File: src/rtl/case_seq_pkg.sv
// Shared encodings and helpers for the case-driven delay sequencer.
// Optional abort-on-change behaviour: CASE_SEQ_ABORT_ON_CHANGE_EN.
package case_seq_pkg;

    localparam logic [1:0] SAMPLE = 2'd0;
    localparam logic [1:0] PRE    = 2'd1;
    localparam logic [1:0] POST   = 2'd2;
    localparam logic [1:0] DFLT   = 2'd3;

    // Width able to hold max(a,b,c)-1, never narrower than one bit.
    function automatic int cnt_width(
        input int a,
        input int b,
        input int c
    );
        int m;
        m = a;
        if (b > m) m = b;
        if (c > m) m = c;
        return (m < 2) ? 1 : $clog2(m);
    endfunction

endpackage

File: src/rtl/case_seq_counter.sv
// Loadable down-counter with zero flag; reused for every wait phase.
// Stops at zero; it is always reloaded before the next use.
module case_seq_counter #(
    parameter int W = 2
) (
    input  logic         clk,
    input  logic         rst_n,
    input  logic         i_load,
    input  logic [W-1:0] i_load_val,
    input  logic         i_dec,
    output logic         o_zero
);

    logic [W-1:0] r_count;

    always_ff @(posedge clk or negedge rst_n) begin
        if (!rst_n) begin
            r_count <= '0;
        end else if (i_load) begin
            r_count <= i_load_val;
        end else if (i_dec && (r_count != '0)) begin
            r_count <= r_count - 1'b1;
        end
    end

    assign o_zero = (r_count == '0);

endmodule

File: src/rtl/case_delay_sequencer.sv
// Samples a selector, waits PRE, drives the case value, holds POST.
// Optional abort-on-change in PRE: CASE_SEQ_ABORT_ON_CHANGE_EN.
module case_delay_sequencer
    import case_seq_pkg::*;
#(
    parameter int WIDTH          = 4,
    parameter int NUM_CASES      = 3,
    parameter int PRE_CYCLES     = 3,
    parameter int POST_CYCLES    = 3,
    parameter int DEFAULT_CYCLES = 2
) (
    input  logic             clk,
    input  logic             rst_n,
    input  logic             en,
    input  logic [WIDTH-1:0] sel,
    output logic [WIDTH-1:0] value_out,
    output logic             upd,
    output logic             busy,
    output logic             miss
);

    localparam int CW = cnt_width(PRE_CYCLES, POST_CYCLES, DEFAULT_CYCLES);

    if (PRE_CYCLES < 1 || POST_CYCLES < 1 || DEFAULT_CYCLES < 1)
    begin : g_bad_cycles
        $error("case_delay_sequencer: cycle parameters must be >= 1");
    end

    if (NUM_CASES < 1 || NUM_CASES > (1 << WIDTH)) begin : g_bad_cases
        $error("case_delay_sequencer: NUM_CASES out of range");
    end

    logic [1:0]       r_state;
    logic [1:0]       w_next;
    logic [WIDTH-1:0] r_sel_q;
    logic [WIDTH-1:0] r_value;
    logic             r_upd;
    logic             r_miss;

    logic             w_match;
    logic             w_abort;
    logic             w_zero;
    logic             w_load;
    logic [CW-1:0]    w_load_val;
    logic             w_dec;
    logic             w_cap;
    logic             w_do_upd;
    logic             w_do_miss;

    // Extra bit so NUM_CASES == 2**WIDTH still compares correctly.
    assign w_match = ({1'b0, sel} < (WIDTH+1)'(NUM_CASES));

`ifdef CASE_SEQ_ABORT_ON_CHANGE_EN
    assign w_abort = (sel != r_sel_q);
`else
    assign w_abort = 1'b0;
`endif

    case_seq_counter #(
        .W (CW)
    ) u_cnt (
        .clk        (clk),
        .rst_n      (rst_n),
        .i_load     (w_load),
        .i_load_val (w_load_val),
        .i_dec      (w_dec),
        .o_zero     (w_zero)
    );

    always_ff @(posedge clk or negedge rst_n) begin
        if (!rst_n) begin
            r_state <= SAMPLE;
        end else begin
            r_state <= w_next;
        end
    end

    always_comb begin
        w_next = r_state;
        unique case (r_state)
            SAMPLE: begin
                if (en) w_next = w_match ? PRE : DFLT;
            end
            PRE: begin
                if (w_zero)       w_next = POST;
                else if (w_abort) w_next = SAMPLE;
            end
            POST: begin
                if (w_zero) w_next = SAMPLE;
            end
            DFLT: begin
                if (w_zero) w_next = SAMPLE;
            end
            default: w_next = SAMPLE;
        endcase
    end

    always_comb begin
        w_load     = 1'b0;
        w_load_val = '0;
        w_dec      = 1'b0;
        w_cap      = 1'b0;
        w_do_upd   = 1'b0;
        w_do_miss  = 1'b0;
        unique case (r_state)
            SAMPLE: begin
                if (en) begin
                    w_cap  = 1'b1;
                    w_load = 1'b1;
                    if (w_match) begin
                        w_load_val = CW'(PRE_CYCLES - 1);
                    end else begin
                        w_load_val = CW'(DEFAULT_CYCLES - 1);
                        w_do_miss  = 1'b1;
                    end
                end
            end
            PRE: begin
                if (w_zero) begin
                    w_do_upd   = 1'b1;
                    w_load     = 1'b1;
                    w_load_val = CW'(POST_CYCLES - 1);
                end else begin
                    w_dec = 1'b1;
                end
            end
            POST, DFLT: begin
                w_dec = 1'b1;
            end
            default: begin
                w_dec = 1'b0;
            end
        endcase
    end

    always_ff @(posedge clk or negedge rst_n) begin
        if (!rst_n) begin
            r_sel_q <= '0;
            r_value <= '0;
            r_upd   <= 1'b0;
            r_miss  <= 1'b0;
        end else begin
            if (w_cap)    r_sel_q <= sel;
            if (w_do_upd) r_value <= r_sel_q;
            r_upd  <= w_do_upd;
            r_miss <= w_do_miss;
        end
    end

    assign value_out = r_value;
    assign upd       = r_upd;
    assign miss      = r_miss;
    assign busy      = (r_state != SAMPLE);

endmodule

File: config.mk
export PLATFORM = sky130hd
export DESIGN_NAME = case_delay_sequencer
export DESIGN_NICKNAME = d
export VERILOG_FILES = /design/src/rtl/case_seq_pkg.sv /design/src/rtl/case_seq_counter.sv /design/src/rtl/case_delay_sequencer.sv
export SDC_FILE = /design/constraint.sdc
export NUM_CORES = 1
export LEC_CHECK = 0
export CAP_MARGIN = 40
export CORE_UTILIZATION = 33
export DETAILED_ROUTE_END_ITERATION = 8
export GPL_TIMING_DRIVEN = 0
export SETUP_SLACK_MARGIN = 0.5
export SLEW_MARGIN = 20
export SYNTH_ARGS = -nofsm -noshare
export SYNTH_HDL_FRONTEND = slang
export SYNTH_SLANG_ARGS = --single-unit
export TNS_END_PERCENT = 10
File: constraint.sdc
create_clock -name clk -period 2 [get_ports clk]
set_input_delay 0.3 -clock clk [delete_from_list [all_inputs] [get_ports clk]]
set_output_delay 0.3 -clock clk [all_outputs]
set_load 0.01 [all_outputs]
==> results of run 1 <==
-- routing by layer --
layer	routed length [um]	share of wire [%]	vias to the layer above	GRT usage, %
li1	-	-	197	-
met1	471	47	176	14.07
met2	486	49	9	16.18
met3	27	2.7	2	2.449
met4	14	1.4	0	10.91
met5	0	0	-	0
-- cell usage after synthesis (all sizes together) --
cell type	number	area [um2]
a221o	1	10.01
o2bb2ai	1	8.760
inv	4	15.01
o21ai	2	10.01
or2	2	12.52
a21oi	2	10.01
nand3b	1	7.510
nand2b	1	6.260
ha	1	12.51
or3b	1	8.760
mux2	8	105.1
buf	1	11.26
dfrtp	14	350.3
nor2	3	13.77
a211oi	1	7.510
nand2	2	7.510
-- sequential cells by signal, indices dropped and copies added (netlist names) --
signal	cells
u_cnt.r_count	2
r_state	2
r_sel_q	4
upd	1
miss	1
value_out	4
-- critical path: cells and delay by family (launching register included) --
kind | cells | cell delay [ps]
AND/OR/NAND/NOR | 1 | 380
buffers and inverters | 2 | 300
flip-flops | 1 | 390
multiplexers | 1 | 290
-- logic make-up (layout without fill, tap and decap cells) --
group,Yosys count,after routing,synth area share [%]
AOI/OAI and AO/OA,7,7,7.758
adders and majority gates,1,1,2.096
buffers and inverters,5,24,4.402
DFF,14,14,58.70
muxes,8,8,17.61
and+or+nand+nor,10,10,9.438
-- stage by stage --
stage          hold WS, ps  total power [mW]
3_5_place_dp         486.8             1.046
2_1_floorplan        4.409            0.8412
6_report             411.0             1.212
3_3_place_gp         474.1             1.035
5_1_grt              443.7             1.312
4_1_cts              415.2             1.223
-- power groups by stage --
stage | Sequential, mW | Clock [mW] | Combinational (mW)
after detailed placement | 0.500 | 0 | 0.547
final | 0.485 | 0.151 | 0.576
after floorplan | 0.510 | 0 | 0.331
after global placement | 0.499 | 0 | 0.536
after global routing | 0.502 | 0.175 | 0.636
after CTS | 0.485 | 0.163 | 0.575
-- cell type report --
cell class                      instances  area (um2)
Multi-Input combinational cell         26       220.2
Sequential cell                        14       350.3
Clock buffer                            3       22.52
Fill cell                             157       909.6
Inverter                                4       15.01
Tap cell                               25       31.28
Timing Repair Buffer                   16       147.6
Buffer                                  1       11.26
-- timing repair --
item / in CTS / in global routing
gates resized for setup: 4 / 0
setup buffers: 2 / 1
hold buffers: 0 / 0
pin swaps: 0 / 1
setup endpoints to repair: 1 / 11
-- worst max path at each step --
stage / endpoint / slack, ps / cells past startpoint
floorplan: r_sel_q[0] / 690 / 3
global placement: r_sel_q[3] / 280 / 4
detailed placement: r_sel_q[3] / 280 / 4
CTS: value_out[3] / 530 / 1
global route: r_sel_q[2] / 480 / 4
finish: r_sel_q[3] / 530 / 4
==> summary.md, run 1 <==
| Metric | Value |
|---|---|
| Outcome | `finished clean` |
| Via total after detailed routing | `~380` |
| Routability-driven placement congestion ratio | `0.7254` |
| Clock share of power | `about 12%` |
| Part of the Yosys area used for sequential elements | `approximately three fifths` |
| Count of nets after finishing | `between 70 and 80` |
| Vias in the first global route | `roughly 360` |
| Overall global routing resource usage | `between 10 and 15%` |
| Port Buffers | `13` |
| Flop and latch count out of synthesis | `14` |
| Finished layout cell area | `between 700 and 800 um2` |
| Max-slew violation count | `0` |
| Starting density of the core | `between 30% and 40%` |
| Number of max-cap violations | `0` |
| Top achievable clock speed | `680.3 MHz` |
| Layout cell share with drive strength beyond 1 | `28.13%` |
| Arrival time of data at the critical path endpoint | `between 1500 and 2000 ps` |
| Kind of capture point of the worst setup path | `flip-flop` |
| Critical path cell sequence | `buf_4 > or3b_1 > buf_6 > mux2_4` |
| Total negative slack | `0 ps` |
| Critical path startpoint | `r_state[1]` |
| Design internal power | `0.8386 mW` |
| Total placed cells including tap cells | `83` |
| Setup-failing EPs final | `0` |
| Chip height | `~45 um` |
| Total Die Area | `~0.0020 mm2` |
| Final antenna diode count | `0` |
| Peak ir drop on the vdd network | `approximately 560 uV` |
| Instance count of the mapped netlist | `45` |
| Final antenna-violating net count | `0` |
| Most frequent standard cell in the layout excluding fill and tap cells | `sky130_fd_sc_hd__dfrtp_1` |
| Delay of the slowest cell on the worst path | `about 390 ps` |
| Area growth, synth to finish | `33.75%` |
| TritonCTS buffer count | `3` |
| Skew-Pair Late Insertion Delay | `between 200 and 300 ps` |
| Maximum count of clock buffers along a single path | `2` |
| RSZ-0062 raised after global routing | `yes` |
| Fin cells | `just under 90` |
| Drt via density | `4.315` |
| Final HPWL DP | `706.6 um` |
| Min cycle time layout | `between 1000 and 1500 ps` |
| Core Rows | `15` |
| Post-synthesis cell type count | `19` |
| CTS clk-pin slew, worst paths | `about 70 ps` |
| GRT Residual Overflow | `0` |
| Net Count, Synth | `53` |
| Pin slew with the least headroom to its limit | `just over 600 ps` |
| Required time at the worst-slack endpoint | `2160 ps` |
| Combinational fraction of design power | `47.5%` |
| Clock tree from TritonCTS | `done` |
| Area of the core | `0.001708 mm2` |
| X dimension of the die | `approximately 45 um` |
| Deepest level of the CTS H-tree | `1` |
| Initial antenna violation count | `0` |
| Leakage | `around 0.38 nW` |
| Most used cells in the layout excluding fill and tap cells | `14 x sky130_fd_sc_hd__dfrtp_1, 12 x sky130_fd_sc_hd__clkdlybuf4s50_1, 4 x sky130_fd_sc_hd__inv_1, 4 x sky130_fd_sc_hd__mux2_4, 4 x sky130_fd_sc_hd__mux2_2` |
| Count of routing violations after the opening detailed-route iteration | `6` |
| Worst hold-check path type | `in2async` |
| Cell area after synthesis | `around 600 um2` |
| Total Routed Length | `about 1000 um` |
| FF-to-FF End | `r_sel_q[3]` |
| Net switching power of the design | `0.3733 mW` |
| Instance area at placement | `about 760 um2` |
| Sequential share of power | `about 40%` |
| Root buffer selected by CTS | `sky130_fd_sc_hd__clkbuf_4` |
| Critical path fanouts, max | `6` |
| Critical path class | `reg2reg` |
| Clk sinks | `14` |
| Final Hold Vio Count | `0` |
| Utilization after layout | `between 40% and 50%` |
| Length of the first detailed-routing pass in iterations | `4` |
| Yosys warnings | `0` |
| Pin count of the biggest net entering global routing | `15` |
| Worst max-slew margin expressed relative to the limit | `~59%` |
| Final cycle utilization of the critical path | `73.50%` |
| Depth of the most critical reg-to-reg path | `4` |
| I/O pin count | `14` |
| PwrDens | `between 1500 and 2000 mW/mm2` |
| Startpoint of the lowest-slack register-to-register path | `r_state[1]` |
| CP max stage cell | `sky130_fd_sc_hd__dfrtp_1` |
| Min setup slack post-route | `530.1 ps` |
| Setup slack of the most critical reg-to-reg path | `530 ps` |
| Detailed-route DRC error count | `0` |
| Average footprint of a synthesized cell | `13.26 um2` |
| Largest clock skew in the final design | `just under 0.8 ps` |
| Worst setup slack before clock tree synthesis | `~280 ps` |
| Switching part of the total | `roughly 31%` |
| Type of element launching the critical path | `flip-flop` |
| Global-route wire length before repair | `1.518 mm` |
| Routed length per placed instance | `between 10 and 15 um` |
Note: power is estimated with default switching activity, not from simulation.
==> inputs of run 2 (changes only) <==
==> constraint.sdc (replaced) <==
create_clock -name clk -period 1.4 [get_ports clk]
set_input_delay 0.21 -clock clk [delete_from_list [all_inputs] [get_ports clk]]
set_output_delay 0.21 -clock clk [all_outputs]
set_load 0.01 [all_outputs]
==> summary.md, run 2 (same netlist as run 1, synthesis figures left out) <==
| Metric | Value |
|---|---|
| Count of nets after finishing | `between 70 and 80` |
| Final antenna diode count | `0` |
| Most prevalent standard cell on the critical path | `sky130_fd_sc_hd__buf_6` |
| Clock tree from TritonCTS | `done` |
| Worst hold-check path type | `in2async` |
| Type of element launching the critical path | `flip-flop` |
| Startpoint of the lowest-slack register-to-register path | `r_state[1]` |
| Chip height | `44.53 um` |
| Root buffer selected by CTS | `sky130_fd_sc_hd__clkbuf_4` |
| Delay of the slowest cell on the worst path | `around 400 ps` |
| Min cycle time layout | `1464 ps` |
| Sequential share of power | `between 30% and 40%` |
| Met1 Use GR | `roughly 17%` |
| Violated checks | `setup timing` |
| Most crowded layer after global routing | `met2` |
| Arrival time of data at the critical path endpoint | `approximately 1600 ps` |
| X dimension of the die | `about 45 um` |
| Total Die Area | `about 0.0020 mm2` |
| Total Routed Length | `1.091 mm` |
| Routability-driven placement congestion ratio | `slightly below 0.7` |
| Port Buffers | `13` |
| Instance area at placement | `758.2 um2` |
| Worst setup slack before clock tree synthesis | `-239.1 ps` |
| Combinational fraction of design power | `between 50 and 60%` |
| Worst max-slew margin expressed relative to the limit | `between 50% and 60%` |
| CTS clk-pin slew, worst paths | `roughly 80 ps` |
| Setup-failing EPs final | `4` |
| Outcome | `finished with violations` |
| Skew-Pair Late Insertion Delay | `between 200 and 300 ps` |
| Area growth, synth to finish | `40.25%` |
| Required time at the worst-slack endpoint | `around 1600 ps` |
| GRT Residual Overflow | `0` |
| Fin cells | `90` |
| Global-route wire length before repair | `between 1.5 and 2 mm` |
| Net switching power of the design | `0.6204 mW` |
| Depth of the most critical reg-to-reg path | `4` |
| PwrDens | `roughly 2300 mW/mm2` |
| Clock share of power | `between 10% and 20%` |
| Peak ir drop on the vdd network | `roughly 740 uV` |
| I/O pin count | `14` |
| Min setup slack post-route | `-63.66 ps` |
| Top achievable clock speed | `between 600 and 700 MHz` |
| Critical path class | `reg2reg` |
| Switching part of the total | `between 30% and 40%` |
| Drt via density | `4.478` |
| Most used cells in the layout excluding fill and tap cells | `14 x sky130_fd_sc_hd__dfrtp_1, 8 x sky130_fd_sc_hd__mux2_4, 6 x sky130_fd_sc_hd__clkdlybuf4s50_1, 6 x sky130_fd_sc_hd__buf_2, 5 x sky130_fd_sc_hd__buf_6` |
| Max-slew violation count | `0` |
| Critical path fanouts, max | `6` |
| FF-to-FF End | `r_sel_q[2]` |
| Layout cell share with drive strength beyond 1 | `roughly half` |
| Length of the first detailed-routing pass in iterations | `3` |
| Most frequent standard cell in the layout excluding fill and tap cells | `sky130_fd_sc_hd__dfrtp_1` |
| Pin count of the biggest net entering global routing | `15` |
| Number of max-cap violations | `0` |
| Met2 usage | `roughly 18%` |
| Detailed-route DRC error count | `0` |
| Finished layout cell area | `837.1 um2` |
| Final antenna-violating net count | `0` |
| Initial antenna violation count | `0` |
| M3 GR Usage | `1.224%` |
| Starting density of the core | `34.95%` |
| Pin slew with the least headroom to its limit | `599.4 ps` |
| Vias in the first global route | `373` |
| Overall global routing resource usage | `a little under an eighth` |
| Core Rows | `15` |
| Via total after detailed routing | `403` |
| Count of routing violations after the opening detailed-route iteration | `5` |
| RSZ-0062 raised after global routing | `yes` |
| Leakage | `approximately 0.42 nW` |
| Total placed cells including tap cells | `83` |
| Maximum count of clock buffers along a single path | `2` |
| Design internal power | `approximately 1.3 mW` |
| Deepest level of the CTS H-tree | `1` |
| Clk sinks | `14` |
| Critical path cell sequence | `buf_6 > or3b_4 > buf_6 > mux2_4` |
| TritonCTS buffer count | `3` |
| Routed length per placed instance | `12.12 um` |
| Setup slack of the most critical reg-to-reg path | `-60 ps` |
| Kind of capture point of the worst setup path | `flip-flop` |
| Final Hold Vio Count | `0` |
| CP max stage cell | `sky130_fd_sc_hd__dfrtp_1` |
| Final cycle utilization of the critical path | `104.5%` |
| Largest clock skew in the final design | `just over 1 ps` |
| Area of the core | `between 0.0015 and 0.002 mm2` |
run 2: cell types whose count changed in the layout (fill, tap and decap cells not counted), sizes merged:
cell,previous run,this run
buf,5,12
clkdlybuf4s50,12,6
run 2: final cells by class:
cell class	instances	area, um2
buffer	1	11.26
inverter	4	15.01
timing repair buffer	17	142.6
tap	25	31.28
multi-input combinational	26	264.0
clock buffer	3	22.52
sequential	14	350.3
fill	144	870.8
run 2: worst max-delay path, delay by kind of cell (launching register included):
family                 cells  cell delay (ps)
AND/OR/NAND/NOR            1              360
buffers and inverters      2              280
multiplexers               1              290
flip-flops                 1              410
run 2: per-stage QoR:
stage               utilization [%]  hold slack, ps  total power, mW  setup TNS (ps)
detailed placement            44.40           484.4            1.491           -1381
floorplan                         -          -85.59            1.202               0
CTS                           48.50           336.1            1.875          -231.3
global route                  49.01           379.2            2.057          -390.7
global placement              44.40           472.8            1.477           -1318
finish                        49.01           319.3            1.920          -237.9
run 2: metal layers:
metal | share of wire (%) | vias to the layer above | wire length, um
met5 | 0 | - | 0
met4 | 1.3 | 0 | 14
met3 | 2.8 | 2 | 31
met2 | 50 | 7 | 543
met1 | 46 | 200 | 501
li1 | - | 194 | -
run 2: power by group through the flow:
stage	sequential [mW]	clock, mW	combinational (mW)
floorplan	0.729	0	0.472
global placement	0.710	0	0.767
detailed placement	0.717	0	0.773
CTS	0.709	0.224	0.942
global route	0.740	0.239	1.08
finish	0.721	0.211	0.988
run 2: worst max-delay path by stage:
stage | from | slack (ps) | end
2_1_floorplan | r_state[0] | 100 | r_sel_q[0]
3_3_place_gp | en | -230 | r_sel_q[3]
3_5_place_dp | en | -240 | r_sel_q[2]
4_1_cts | r_state[1] | -50 | busy
5_1_grt | r_state[1] | -100 | r_sel_q[3]
6_report | r_state[1] | -60 | r_sel_q[2]
run 2: repair_timing:
action	4_1_cts	5_1_grt
hold buffers	0	0
resized for setup	40	6
setup endpoints to repair	21	21
pin swaps	4	5
gates cloned	0	0
buffers inserted	4	0
==> inputs of run 3 (changes only) <==
--- a/config.mk
+++ b/config.mk
@@ -6,9 +6,11 @@
 export NUM_CORES = 1
 export LEC_CHECK = 0
 export CAP_MARGIN = 40
+export CORE_MARGIN = 5
 export CORE_UTILIZATION = 33
 export DETAILED_ROUTE_END_ITERATION = 8
 export GPL_TIMING_DRIVEN = 0
+export PLACE_DENSITY_LB_ADDON = 0.3
 export SETUP_SLACK_MARGIN = 0.5
 export SLEW_MARGIN = 20
 export SYNTH_ARGS = -nofsm -noshare
==> summary.md, run 3 (same netlist as run 1, synthesis figures left out) <==
| Metric | Value |
|---|---|
| Final antenna diode count | `0` |
| Most frequent standard cell in the layout excluding fill and tap cells | `sky130_fd_sc_hd__dfrtp_1` |
| Routability-driven placement congestion ratio | `0.7154` |
| Most prevalent standard cell on the critical path | `sky130_fd_sc_hd__buf_6` |
| Count of hold-fix buffers inserted at cts | `0` |
| Top achievable clock speed | `just under 700 MHz` |
| WP buf/inv | `2` |
| Most used cells in the layout excluding fill and tap cells | `14 x sky130_fd_sc_hd__dfrtp_1, 8 x sky130_fd_sc_hd__mux2_4, 7 x sky130_fd_sc_hd__buf_2` |
| Area growth, synth to finish | `39.62%` |
| CTS clk-pin slew, worst paths | `~80 ps` |
| Violated checks | `setup timing` |
| Largest clock skew in the final design | `approximately 1.7 ps` |
| Cell family with the largest share of critical-path delay | `flip-flops` |
| Root buffer selected by CTS | `sky130_fd_sc_hd__clkbuf_4` |
| M3 GR Usage | `5.983%` |
| Drt via density | `4.352` |
| Leakage | `about 0.42 nW` |
| Clk sinks | `14` |
| X dimension of the die | `between 50 and 60 um` |
| Final total power | `between 1.5 and 2 mW` |
| Detailed-route DRC error count | `0` |
| Worst hold slack across all endpoints | `between 300 and 400 ps` |
| Worst max-slew margin expressed relative to the limit | `58.70%` |
| Maximum count of clock buffers along a single path | `2` |
| Met2 usage | `15.29%` |
| Chip height | `about 53 um` |
| Area of the core | `~0.0017 mm2` |
| Delay of the slowest cell on the worst path | `roughly 410 ps` |
| Kind of capture point of the worst setup path | `flip-flop` |
| Total Die Area | `~0.0028 mm2` |
| RSZ-0062 raised after global routing | `yes` |
| I/O pin count | `14` |
| Depth of the most critical reg-to-reg path | `4` |
| Total Routed Length | `1.083 mm` |
| Length of the first detailed-routing pass in iterations | `4` |
| Pin count of the biggest net entering global routing | `15` |
| Worst hold-check path type | `in2async` |
| Arrival time of data at the critical path endpoint | `between 1500 and 2000 ps` |
| Port Buffers | `13` |
| Critical path fanouts, max | `6` |
| FF-to-FF End | `r_sel_q[0]` |
| Max-slew violation count | `0` |
| Count of routing violations after the opening detailed-route iteration | `5` |
| Setup slack of the most critical reg-to-reg path | `-70 ps` |
| PwrDens | `approximately 2300 mW/mm2` |
| Critical path class | `reg2reg` |
| Critical path cell sequence | `buf_6 > or3b_4 > buf_6 > mux2_4` |
| Routed length per placed instance | `roughly 12 um` |
| Vias in the first global route | `approximately 420` |
| Final Hold Vio Count | `0` |
| Core Rows | `15` |
| Final antenna-violating net count | `0` |
| Deepest level of the CTS H-tree | `1` |
| Final cycle utilization of the critical path | `104.9%` |
| Layout cell share with drive strength beyond 1 | `a little under half` |
| Pin slew with the least headroom to its limit | `617.5 ps` |
| Required time at the worst-slack endpoint | `between 1500 and 2000 ps` |
| Overall global routing resource usage | `9.558%` |
| Met1 Use GR | `10.50%` |
| Clock tree from TritonCTS | `done` |
| Min cycle time layout | `around 1500 ps` |
| Skew-Pair Late Insertion Delay | `270 ps` |
| Outcome | `finished with violations` |
| Final HPWL DP | `about 750 um` |
| Setup-failing EPs final | `4` |
| Via total after detailed routing | `~400` |
| CP max stage cell | `sky130_fd_sc_hd__dfrtp_1` |
| Starting density of the core | `between 30% and 40%` |
| Number of max-cap violations | `0` |
| GRT Residual Overflow | `0` |
| Peak ir drop on the vdd network | `approximately 890 uV` |
| Initial antenna violation count | `0` |
| Global-route wire length before repair | `1.842 mm` |
| Type of element launching the critical path | `flip-flop` |
| Startpoint of the lowest-slack register-to-register path | `r_state[1]` |
| TritonCTS buffer count | `3` |
| Most crowded layer after global routing | `met2` |
| Count of nets after finishing | `75` |
| Min setup slack post-route | `-68.05 ps` |
-- run 3: cell types whose count changed in the layout (fill, tap and decap cells not counted) --
cell                       previous run  this run
sky130_fd_sc_hd__a21oi_1              1         2
sky130_fd_sc_hd__a21oi_2              1         0
sky130_fd_sc_hd__buf_2                6         7
sky130_fd_sc_hd__buf_6                5         4
sky130_fd_sc_hd__clkbuf_8             0         1
sky130_fd_sc_hd__nand2b_1             0         1
sky130_fd_sc_hd__nand2b_4             1         0
sky130_fd_sc_hd__o21ai_0              1         2
sky130_fd_sc_hd__o21ai_1              1         0
-- run 3: layer usage --
metal	part of all wire [%]	vias up
met4	0	0
met3	5.8	0
met2	53	7
li1	-	194
met5	0	-
met1	41	195
-- run 3: where the power goes --
group          total, mW  switching, mW  internal (mW)
logic              0.884          0.349          0.535
clock network      0.280          0.122          0.158
registers          0.719          0.119          0.601
-- run 3: what timing repair did --
action / 4_1_cts / 5_1_grt
resized for setup: 41 / 1
cloned: 0 / 0
setup endpoints to repair: 21 / 21
setup buffers: 4 / 0
pin swaps: 4 / 2
-- run 3: cell type report --
type	count	area [um2]
fillers	180	893.4
flip-flops and latches	14	350.3
multi-input cells	26	252.7
plain buffers	1	11.26
well taps	25	31.28
inverters	4	15.01
repair buffers	17	136.4
clock buffers	4	36.28
-- run 3: how the worst max path moves through the flow --
stage	from	to	slack, ps	cells past startpoint
after CTS	r_state[1]	r_sel_q[0]	-40	4
after global placement	en	r_sel_q[0]	-240	4
after global routing	r_state[1]	r_sel_q[0]	-90	4
after detailed placement	en	r_sel_q[0]	-240	4
final	r_state[1]	r_sel_q[0]	-70	4
after floorplan	r_state[0]	r_sel_q[0]	100	3
-- run 3: through the flow --
stage          TNS (ps)  util [%]  setup WS (ps)  area [um2]  std cells
2_1_floorplan         0         -          100.9       596.8         45
3_3_place_gp      -1266     43.91         -235.1       758.2         83
3_5_place_dp      -1275     43.91         -237.9       758.2         83
4_1_cts          -145.9     48.12         -44.15       830.8         91
5_1_grt          -367.1     48.26         -91.10       833.3         91
6_report         -243.3     48.26         -68.05       833.3         91
-- run 3: worst register-to-register path: stages, from the launching register on --
cell	delay, ps
sky130_fd_sc_hd__dfrtp_1	410
sky130_fd_sc_hd__buf_6	130
sky130_fd_sc_hd__or3b_4	370
sky130_fd_sc_hd__buf_6	150
sky130_fd_sc_hd__mux2_4	300
